--- src/rtl/m_circlequeue_gen_pkg.sv ---
// Shared sizing helpers and the per-cycle operation encoding for the circular queue.
// Sizing helpers are reused by the LED / 7-segment feeder blocks.
package m_circlequeue_gen_pkg;

  function automatic int cq_addr_w(input int depth);
    return (depth < 2) ? 1 : $clog2(depth);
  endfunction

  function automatic int cq_cnt_w(input int depth);
    return $clog2(depth + 1);
  endfunction

  // Bit order is {write accepted, read accepted}.
  typedef enum logic [1:0] {
    OP_IDLE = 2'b00,
    OP_RD   = 2'b01,
    OP_WR   = 2'b10,
    OP_RW   = 2'b11
  } cq_op_e;

endpackage

--- src/rtl/m_cq_ram.sv ---
// DEPTH x DATA_W simple dual-port array: synchronous write, registered read.
// Only the read register is reset; the array contents are left untouched.
module m_cq_ram #(
  parameter int DATA_W = 8,
  parameter int DEPTH  = 16,
  parameter int ADDR_W = 4
) (
  input  logic              clk,
  input  logic              rst_n,
  input  logic              we_i,
  input  logic [ADDR_W-1:0] waddr_i,
  input  logic [DATA_W-1:0] wdata_i,
  input  logic              re_i,
  input  logic [ADDR_W-1:0] raddr_i,
  output logic [DATA_W-1:0] rdata_o
);

  logic [DATA_W-1:0] mem_q [DEPTH];
  logic [DATA_W-1:0] rdata_q;

  always_ff @(posedge clk) begin
    if (we_i) begin
      mem_q[waddr_i] <= wdata_i;
    end
  end

  // A read and a write to the same slot return the old word.
  always_ff @(posedge clk) begin
    if (!rst_n) begin
      rdata_q <= '0;
    end else if (re_i) begin
      rdata_q <= mem_q[raddr_i];
    end
  end

  assign rdata_o = rdata_q;

endmodule

--- src/rtl/m_circlequeue_gen.sv ---
// Parametrised circular queue with occupancy count, registered read strobe and level flags.
// Optional sticky overflow/underflow flags when CQ_ERRFLAG_EN is defined.
module m_circlequeue_gen
  import m_circlequeue_gen_pkg::*;
#(
  parameter int DATA_W = 8,
  parameter int DEPTH  = 16,
  parameter int AF_LVL = 12,
  parameter int AE_LVL = 2
) (
  input  logic                       clk,
  input  logic                       rst_n,
  input  logic                       i_wr,
  input  logic [DATA_W-1:0]          i_wdata,
  input  logic                       i_rd,
  output logic [DATA_W-1:0]          o_rdata,
  output logic                       o_rvalid,
  output logic                       o_full,
  output logic                       o_empty,
  output logic                       o_afull,
  output logic                       o_aempty,
  output logic [$clog2(DEPTH+1)-1:0] o_count
`ifdef CQ_ERRFLAG_EN
  ,
  output logic                       o_ovf,
  output logic                       o_udf,
  input  logic                       i_errclr
`endif
);

  localparam int ADDR_W = cq_addr_w(DEPTH);
  localparam int CNT_W  = cq_cnt_w(DEPTH);
  localparam logic [CNT_W-1:0]  CNT_MAX = CNT_W'(DEPTH);
  localparam logic [CNT_W-1:0]  CNT_ONE = CNT_W'(1);
  localparam logic [CNT_W-1:0]  AF_C    = CNT_W'(AF_LVL);
  localparam logic [CNT_W-1:0]  AE_C    = CNT_W'(AE_LVL);
  localparam logic [ADDR_W-1:0] PTR_ONE = ADDR_W'(1);

  generate
    if (DEPTH < 2 || (DEPTH & (DEPTH - 1)) != 0) begin : g_bad_depth
      $error("m_circlequeue_gen: DEPTH must be a power of 2 and >= 2");
    end
  endgenerate

  logic [ADDR_W-1:0] wptr_q, wptr_d, rptr_q, rptr_d;
  logic [CNT_W-1:0]  count_q, count_d;
  logic              rvalid_q, empty_q, full_q, afull_q, aempty_q;
  logic              rd_acc, wr_acc;
  cq_op_e            op;

  // A full queue still takes a write when a read frees a slot in the same cycle.
  assign rd_acc = i_rd & ~empty_q;
  assign wr_acc = i_wr & (~full_q | rd_acc);
  assign op     = cq_op_e'({wr_acc, rd_acc});

  always_comb begin
    wptr_d  = wptr_q;
    rptr_d  = rptr_q;
    count_d = count_q;
    if (wr_acc) wptr_d = wptr_q + PTR_ONE;
    if (rd_acc) rptr_d = rptr_q + PTR_ONE;
    case (op)
      OP_WR:   count_d = count_q + CNT_ONE;
      OP_RD:   count_d = count_q - CNT_ONE;
      default: count_d = count_q;
    endcase
  end

  // Flags come from the next-state count so they line up with o_count.
  always_ff @(posedge clk) begin
    if (!rst_n) begin
      wptr_q   <= '0;
      rptr_q   <= '0;
      count_q  <= '0;
      rvalid_q <= 1'b0;
      empty_q  <= 1'b1;
      full_q   <= 1'b0;
      afull_q  <= (AF_LVL == 0);
      aempty_q <= 1'b1;
    end else begin
      wptr_q   <= wptr_d;
      rptr_q   <= rptr_d;
      count_q  <= count_d;
      rvalid_q <= rd_acc;
      empty_q  <= (count_d == '0);
      full_q   <= (count_d == CNT_MAX);
      afull_q  <= (count_d >= AF_C);
      aempty_q <= (count_d <= AE_C);
    end
  end

  m_cq_ram #(
    .DATA_W (DATA_W),
    .DEPTH  (DEPTH),
    .ADDR_W (ADDR_W)
  ) u_ram (
    .clk     (clk),
    .rst_n   (rst_n),
    .we_i    (wr_acc),
    .waddr_i (wptr_q),
    .wdata_i (i_wdata),
    .re_i    (rd_acc),
    .raddr_i (rptr_q),
    .rdata_o (o_rdata)
  );

  assign o_rvalid = rvalid_q;
  assign o_full   = full_q;
  assign o_empty  = empty_q;
  assign o_afull  = afull_q;
  assign o_aempty = aempty_q;
  assign o_count  = count_q;

`ifdef CQ_ERRFLAG_EN
  logic ovf_q, udf_q;

  // A new error in the same cycle as a clear takes priority.
  always_ff @(posedge clk) begin
    if (!rst_n) begin
      ovf_q <= 1'b0;
      udf_q <= 1'b0;
    end else begin
      ovf_q <= (i_wr & ~wr_acc) | (ovf_q & ~i_errclr);
      udf_q <= (i_rd & empty_q) | (udf_q & ~i_errclr);
    end
  end

  assign o_ovf = ovf_q;
  assign o_udf = udf_q;
`endif

endmodule

--- config.mk ---
export PLATFORM = sky130hd
export DESIGN_NAME = m_circlequeue_gen
export DESIGN_NICKNAME = d
export VERILOG_FILES = /design/src/rtl/m_circlequeue_gen_pkg.sv /design/src/rtl/m_cq_ram.sv /design/src/rtl/m_circlequeue_gen.sv
export SDC_FILE = /design/constraint.sdc
export NUM_CORES = 1
export LEC_CHECK = 0
export ABC_AREA = 1
export BUFFER_PORTS_ARGS = -buffer_cell sky130_fd_sc_hd__buf_2
export CORE_MARGIN = 10
export CORE_UTILIZATION = 50
export DETAILED_ROUTE_END_ITERATION = 6
export PLACE_DENSITY = 0.71
export SETUP_SLACK_MARGIN = 0.4
export SYNTH_ARGS = -nofsm -noshare
export SYNTH_HDL_FRONTEND = slang
export SYNTH_HIERARCHICAL = 1
export SYNTH_SLANG_ARGS = --single-unit
--- constraint.sdc ---
create_clock -name clk -period 6.5 [get_ports clk]
set_input_delay 0.975 -clock clk [delete_from_list [all_inputs] [get_ports clk]]
set_output_delay 0.975 -clock clk [all_outputs]
set_load 0.01 [all_outputs]
== Word-level counts from Yosys, hierarchy flattened ==
Memories as Yosys holds them, arrays and structs flattened. A register that Yosys moved wholly into a read port is not among the register bits.
Cells that the tools add are included.

* Add/sub/neg operators: 4
* Order comparisons: 2
* Eq/ne operators: 3
* Muxes and demuxes: 3
* Bitwise gates (word level): 5
* Reductions and logical operators: 2

{| class="wikitable"
|+ Operator list
! kind !! number
|-
| one-hot mux 5 bit (2 select lines) || 1
|-
| adder 4 x 1 -> 4 bit, second input constant || 2
|-
| adder 5 x 1 -> 5 bit, second input constant || 1
|-
| == test 5 bit, second input constant || 1
|-
| >= comparator 5 x 4 -> 1 bit, second input constant || 1
|-
| <= comparator 5 x 2 -> 1 bit, second input constant || 1
|-
| logical NOT 5 bit || 1
|-
| subtractor 5 x 1 -> 5 bit, second input constant || 1
|-
| AND 1 bit || 2
|-
| == test 2 x 1 -> 1 bit, second input constant || 1
|-
| == test 2 bit, second input constant || 1
|-
| 2-to-1 mux 1 bit || 2
|-
| inverter 1 bit || 2
|-
| logical NOT 1 bit || 1
|-
| OR 1 bit || 1
|}

* Flip-flop bits (word level): 18
* Memory bits (writable): 128
* Output and inout port bits: 18
* Logic and storage cells: 28
* Memories: 1

{| class="wikitable"
|+ Memory list
! memory !! words !! width !! rd ports !! clocked after memory_dff !! write ports !! line !! source
|-
| u_ram.mem_q || 16 || 8 || 1 || 1 || 1 || m_cq_ram.sv:18 || <nowiki>logic [DATA_W-1:0] mem_q [DEPTH];</nowiki>
|}

== Depth between registers and ports, before layout ==
* Depth after elaboration: 7
* Gate-level depth with buffers: 21
* Depth with buffers taken out: 21

== Cells and area by module ==
The synthesis kept the hierarchy.

{| class="wikitable"
|+ Modules (own cells, without submodules)
! module !! instances !! cells each !! area each (um2) !! seq. area each (um2)
|-
| m_cq_ram || 1 || 492 || 5576.6 || 4003.8
|-
| m_circlequeue_gen || 1 || 134 || 905.9 || 360.3
|}

== Least setup slack after synthesis ==
Ideal clock, no wire load.

* Path kind: input to register
* Start point: in i_rd
* End point: reg aempty_q, in the netlist o_aempty
* Library setup time: 113 ps
* Arrival: 2651 ps
* Slack: 3736 ps
* Stages: 21
* Cells stage by stage: inv_1 nor2_4 inv_1 nand2_1 nand2_1 ha_1 nand2_1 inv_1 nor2_1 ha_1 inv_1 nand2_1 inv_1 nand2_1 nand3_1 o21ai_1 nand2_1 nand2_1 inv_1 nand2_1 nor2_1

* Cells in the longest elaborated chain, start to end: 6
* Elaborated cells on any way between the ends: 7
* Those cells by class: 1 x order compare; 2 x eq/ne; 1 x mux; 3 x bitwise

{| class="wikitable"
|+ RTL lines
! what !! line !! source
|-
| start: declaration || m_circlequeue_gen.sv:15 || <nowiki>input logic i_rd,</nowiki>
|-
| AND 1 bit * || m_circlequeue_gen.sv:52 || <nowiki>assign rd_acc = i_rd & ~empty_q;</nowiki>
|-
| via rd_acc || m_circlequeue_gen.sv:48 || <nowiki>logic rd_acc, wr_acc;</nowiki>
|-
| OR 1 bit || m_circlequeue_gen.sv:53 || <nowiki>assign wr_acc = i_wr & (~full_q | rd_acc);</nowiki>
|-
| AND 1 bit || m_circlequeue_gen.sv:53 ||
|-
| == test 2 x 1 -> 1 bit / == test 2 bit (equally long branches) || m_circlequeue_gen.sv:62 || <nowiki>case (op)</nowiki>
|-
| one-hot mux 5 bit (2 select lines) * || m_circlequeue_gen.sv:62 ||
|-
| <= comparator 5 x 2 -> 1 bit * || m_circlequeue_gen.sv:88 || <nowiki>aempty_q <= (count_d <= AE_C);</nowiki>
|-
| end signal: assignment || m_circlequeue_gen.sv:88 ||
|-
| end: declaration || m_circlequeue_gen.sv:47 || <nowiki>logic rvalid_q, empty_q, full_q, afull_q, aempty_q;</nowiki>
|}

Mark *: on every way through the listed nets, which the timed path passes. The rest lies on a longest branch.
A chain may end at the register's enable or synchronous reset.

== Worst setup path in the final report ==
Same ends and word-level chain as after synthesis.

==> metrics.md <==
| Metric | Value |
|---|---|
| Placed Area | `6660 µm²` |
| Reg clk slew, reported paths | `0.06 ns` |
| Area contributors post-synth | `edfxtp_1, nand2_1, nand3_1` |
| FILL cells | `1072` |
| Clock buffer depth | `2` |
| Most used cell, CP | `nand2_1` |
| Setup TNS | `0 ns` |
| Worst skew pair latency | `0.41 ns` |
| Slew HR | `26.9%` |
| Setup slack, reg-to-reg | `3.77 ns` |
| Ratio of cells with drive above 1 in the final layout | `9.95%` |
| Chip height | `134 µm` |
| Largest net degree at the start of global routing | `69` |
| Core area | `12700 µm²` |
| Final worst hold slack | `0.530 ns` |
| CP Class | `input pin to flip-flop` |
| Pleak | `2.83 nW` |
| Worst min path class | `flip-flop to flip-flop` |
| IO Port Bufs | `29` |
| Final design utilization | `56.9%` |
| Power share of the sequential group | `48.1%` |
| Worst-path cell chain | `buf_2, inv_1, nor2_4, inv_1, nand2_1, nand2_1, ha_1, nand2_1, inv_1, nor2_1, ha_1, inv_1, nand2_1, nand3_1, nand2_1, nand3_1, nand2_1, nand2_1, nor2_2, nor2_1` |
| Peak fanout along the critical path | `23` |
| Cell-internal power | `1.74 mW` |
| Launch point of the worst reg-to-reg path | `o_empty$_SDFF_PN1_` |
| CTS tree | `yes` |
| Worst slew pin tran | `1.10 ns` |
| CP max-delay cell | `nor2_4` |
| Seq/Total Area, Yosys | `67.3%` |
| Gp weighted congestion | `0.818` |
| DP HPWL | `8960 µm` |
| FF+latch count, synth | `154` |
| Fmax achieved | `327 MHz` |
| Worst setup SP type | `input pin` |
| Most common cell in the netlist | `nand2_1` |
| Number of max-cap violations | `0` |
| Final min period | `3.06 ns` |
| Initial antenna violation count | `0` |
| Maximum vdd drop | `180 µV` |
| Post-Syn Nets | `643` |
| H-tree levels | `4` |
| Total power | `2.33 mW` |
| Clock Sinks | `154` |
| CTS buffer count | `17` |
| WP data arrival | `3.37 ns` |
| Remaining DRCs | `0` |
| Mapped Area | `6480 µm²` |
| Max incr delay on CP | `0.40 ns` |
| Core Rows | `41` |
| Post-synth top flop | `edfxtp_1` |
| Sw Share | `25.0%` |
| DRT Pass-1 Iters | `7` |
| R2R depth | `18` |
| Unrepaired setup endpoints after global routing | `no` |
| Crit end category | `flip-flop` |
| Grt ovf | `0` |
| Via count | `4497` |
| Reg2reg end | `o_aempty$_SDFF_PN1_` |
| Pwr per Cell Area | `322 nW/µm²` |
| Critical Path RT | `6.81 ns` |
| Initial Utilization | `51.2%` |
| Post-Syn Area per Cell | `10.4 µm²` |
| Sw Pwr | `0.582 mW` |
| Drt wl/cell | `16.9 µm` |
| WL final | `14100 µm` |
| Post-synth EDFFs | `128` |
| Clock share of power | `39.2%` |
| First-pass GRT wire length | `22200 µm` |
| Final Max Slew Viols | `0` |
| Io pins | `30` |
| Die area | `17900 µm²` |
| Initial DRC count | `412` |
| Nets@finish | `667` |
| Fraction of registers with async set/reset | `0%` |
| CTS Hold Bufs | `0` |
| Synth area leader | `edfxtp_1` |
| Setup crit start | `i_rd` |
| Combinational Power Share | `12.7%` |
| Synth Warn # | `6` |
| Final hold vios | `0` |
| Clock Tree Root | `clkbuf_16` |
| Top cells by instance count after synthesis | `nand2_1, edfxtp_1, nand3_1, nor2_1, inv_1` |
| GRT Resource Usage Total | `16.1%` |
| Setup violators final | `0` |
| N_diodes | `0` |
| CP Capture Point | `o_aempty$_SDFF_PN1_` |
| CP Depth | `20` |
| Post-synth top area share | `59.3%` |
| Synth cell types | `21` |
| Crit path max-delay family | `simple AND/OR/NAND/NOR gates` |
| Status | `complete, no violations` |
| Post-Synthesis Cells | `626` |
| Post-route ant nets | `0` |
| CTS resizes | `0` |
| Die X | `134 µm` |
| Tcrit/Tclk final | `47.0%` |
| Final Cell Area | `7220 µm²` |
| Max Clock Skew | `0.00666 ns` |
| Area Growth Syn to Fin | `11.3%` |
| Post-CTS Setup Bufs | `0` |
| Vias per cell | `5.39` |
| Vias in the first global route | `4206` |
| Critical path buffer and inverter count | `5` |
logic make-up (layout without fill, tap and decap cells):
logic type / Yosys count / after routing / synth area share [%]
AND/OR/NAND/NOR: 385 / 385 / 25.0
flip-flops: 154 / 154 / 67.3
buffers and inverters: 67 / 104 / 5.48
AO/OA/AOI/OAI: 14 / 14 / 1.08
adder cells (fa/ha/maj): 5 / 5 / 0.965
XOR/XNOR: 1 / 1 / 0.135
metrics by stage:
| step | setup WS [ns] | instances |
|---|---|---|
| global route | 3.12 | 835 |
| global placement | 3.19 | 803 |
| CTS | 3.46 | 835 |
| finish | 3.44 | 835 |
| floorplan | 3.74 | 626 |
| detailed placement | 3.09 | 803 |
flip-flops by register name, indices dropped and copies added (netlist names):
name,cells
o_full,1
o_empty,1
o_count,5
o_afull,1
o_rvalid,1
o_aempty,1
rptr_q,4
u_ram/rdata_o,8
u_ram/mem_q,128
wptr_q,4
worst min-delay path, cell delays in order, from the launching register on:
cell     delay [ns]
dfxtp_1        0.36
inv_1          0.07
a21oi_1        0.06
layout make-up:
type	count	area, µm²	area share (%)
clock buffer	24	482	6.68
clock inverter	8	72.6	1.01
inverter	40	150	2.08
multi-input combinational	405	1760	24.4
sequential	154	4370	60.5
tap	172	215	2.98
timing repair buffer	32	168	2.32
routing by layer:
layer  vias to the layer above  wire, µm  GRT usage (%)
li1                       2159         -              -
met1                      2144      5900           19.1
met2                       168      7060           27.2
met3                        26       821           3.81
met4                         0       305           7.13
met5                         -         0              0
how the worst min path moves through the flow:
stage / cells after the start / slack (ns) / startpoint / endpoint
2_1_floorplan: 2 / 0.46 / rptr_q[1]$_SDFFE_PN0P_ / rptr_q[1]$_SDFFE_PN0P_
3_3_place_gp: 2 / 0.50 / wptr_q[2]$_SDFFE_PN0P_ / wptr_q[2]$_SDFFE_PN0P_
3_5_place_dp: 2 / 0.51 / wptr_q[2]$_SDFFE_PN0P_ / wptr_q[2]$_SDFFE_PN0P_
4_1_cts: 2 / 0.52 / wptr_q[2]$_SDFFE_PN0P_ / wptr_q[2]$_SDFFE_PN0P_
5_1_grt: 2 / 0.55 / wptr_q[2]$_SDFFE_PN0P_ / wptr_q[2]$_SDFFE_PN0P_
6_report: 2 / 0.53 / wptr_q[2]$_SDFFE_PN0P_ / wptr_q[2]$_SDFFE_PN0P_
cells in the final DEF, fill, tap and decap left out:
master      count
buf_4           3
dfxtp_1        25
buf_2          29
clkbuf_1        4
and3_1          1
nor2_4          2
clkbuf_8        3
o21ai_0         8
inv_2           2
clkinvlp_4      3
ha_1            5
dfxtp_2         1
o21ai_1         1
nand4_1         2
nor3_1          1
bufinv_16       1
clkbuf_16      17
inv_1          38
nor2_1         50
nor2_2          1
nand2_1       208
clkinv_2        4
xnor2_1         1
nand3_1       120
edfxtp_1      128
a21oi_1         5
power by group through the flow:
stage,combinational [mW],clock (mW),sequential [mW]
after global routing,0.334,0.972,1.12
after floorplan,0.203,0,1.15
after global placement,0.285,0,1.14
after CTS,0.294,0.922,1.12
final,0.294,0.913,1.12
after detailed placement,0.291,0,1.14
Note: power is estimated with default switching activity, not from simulation.
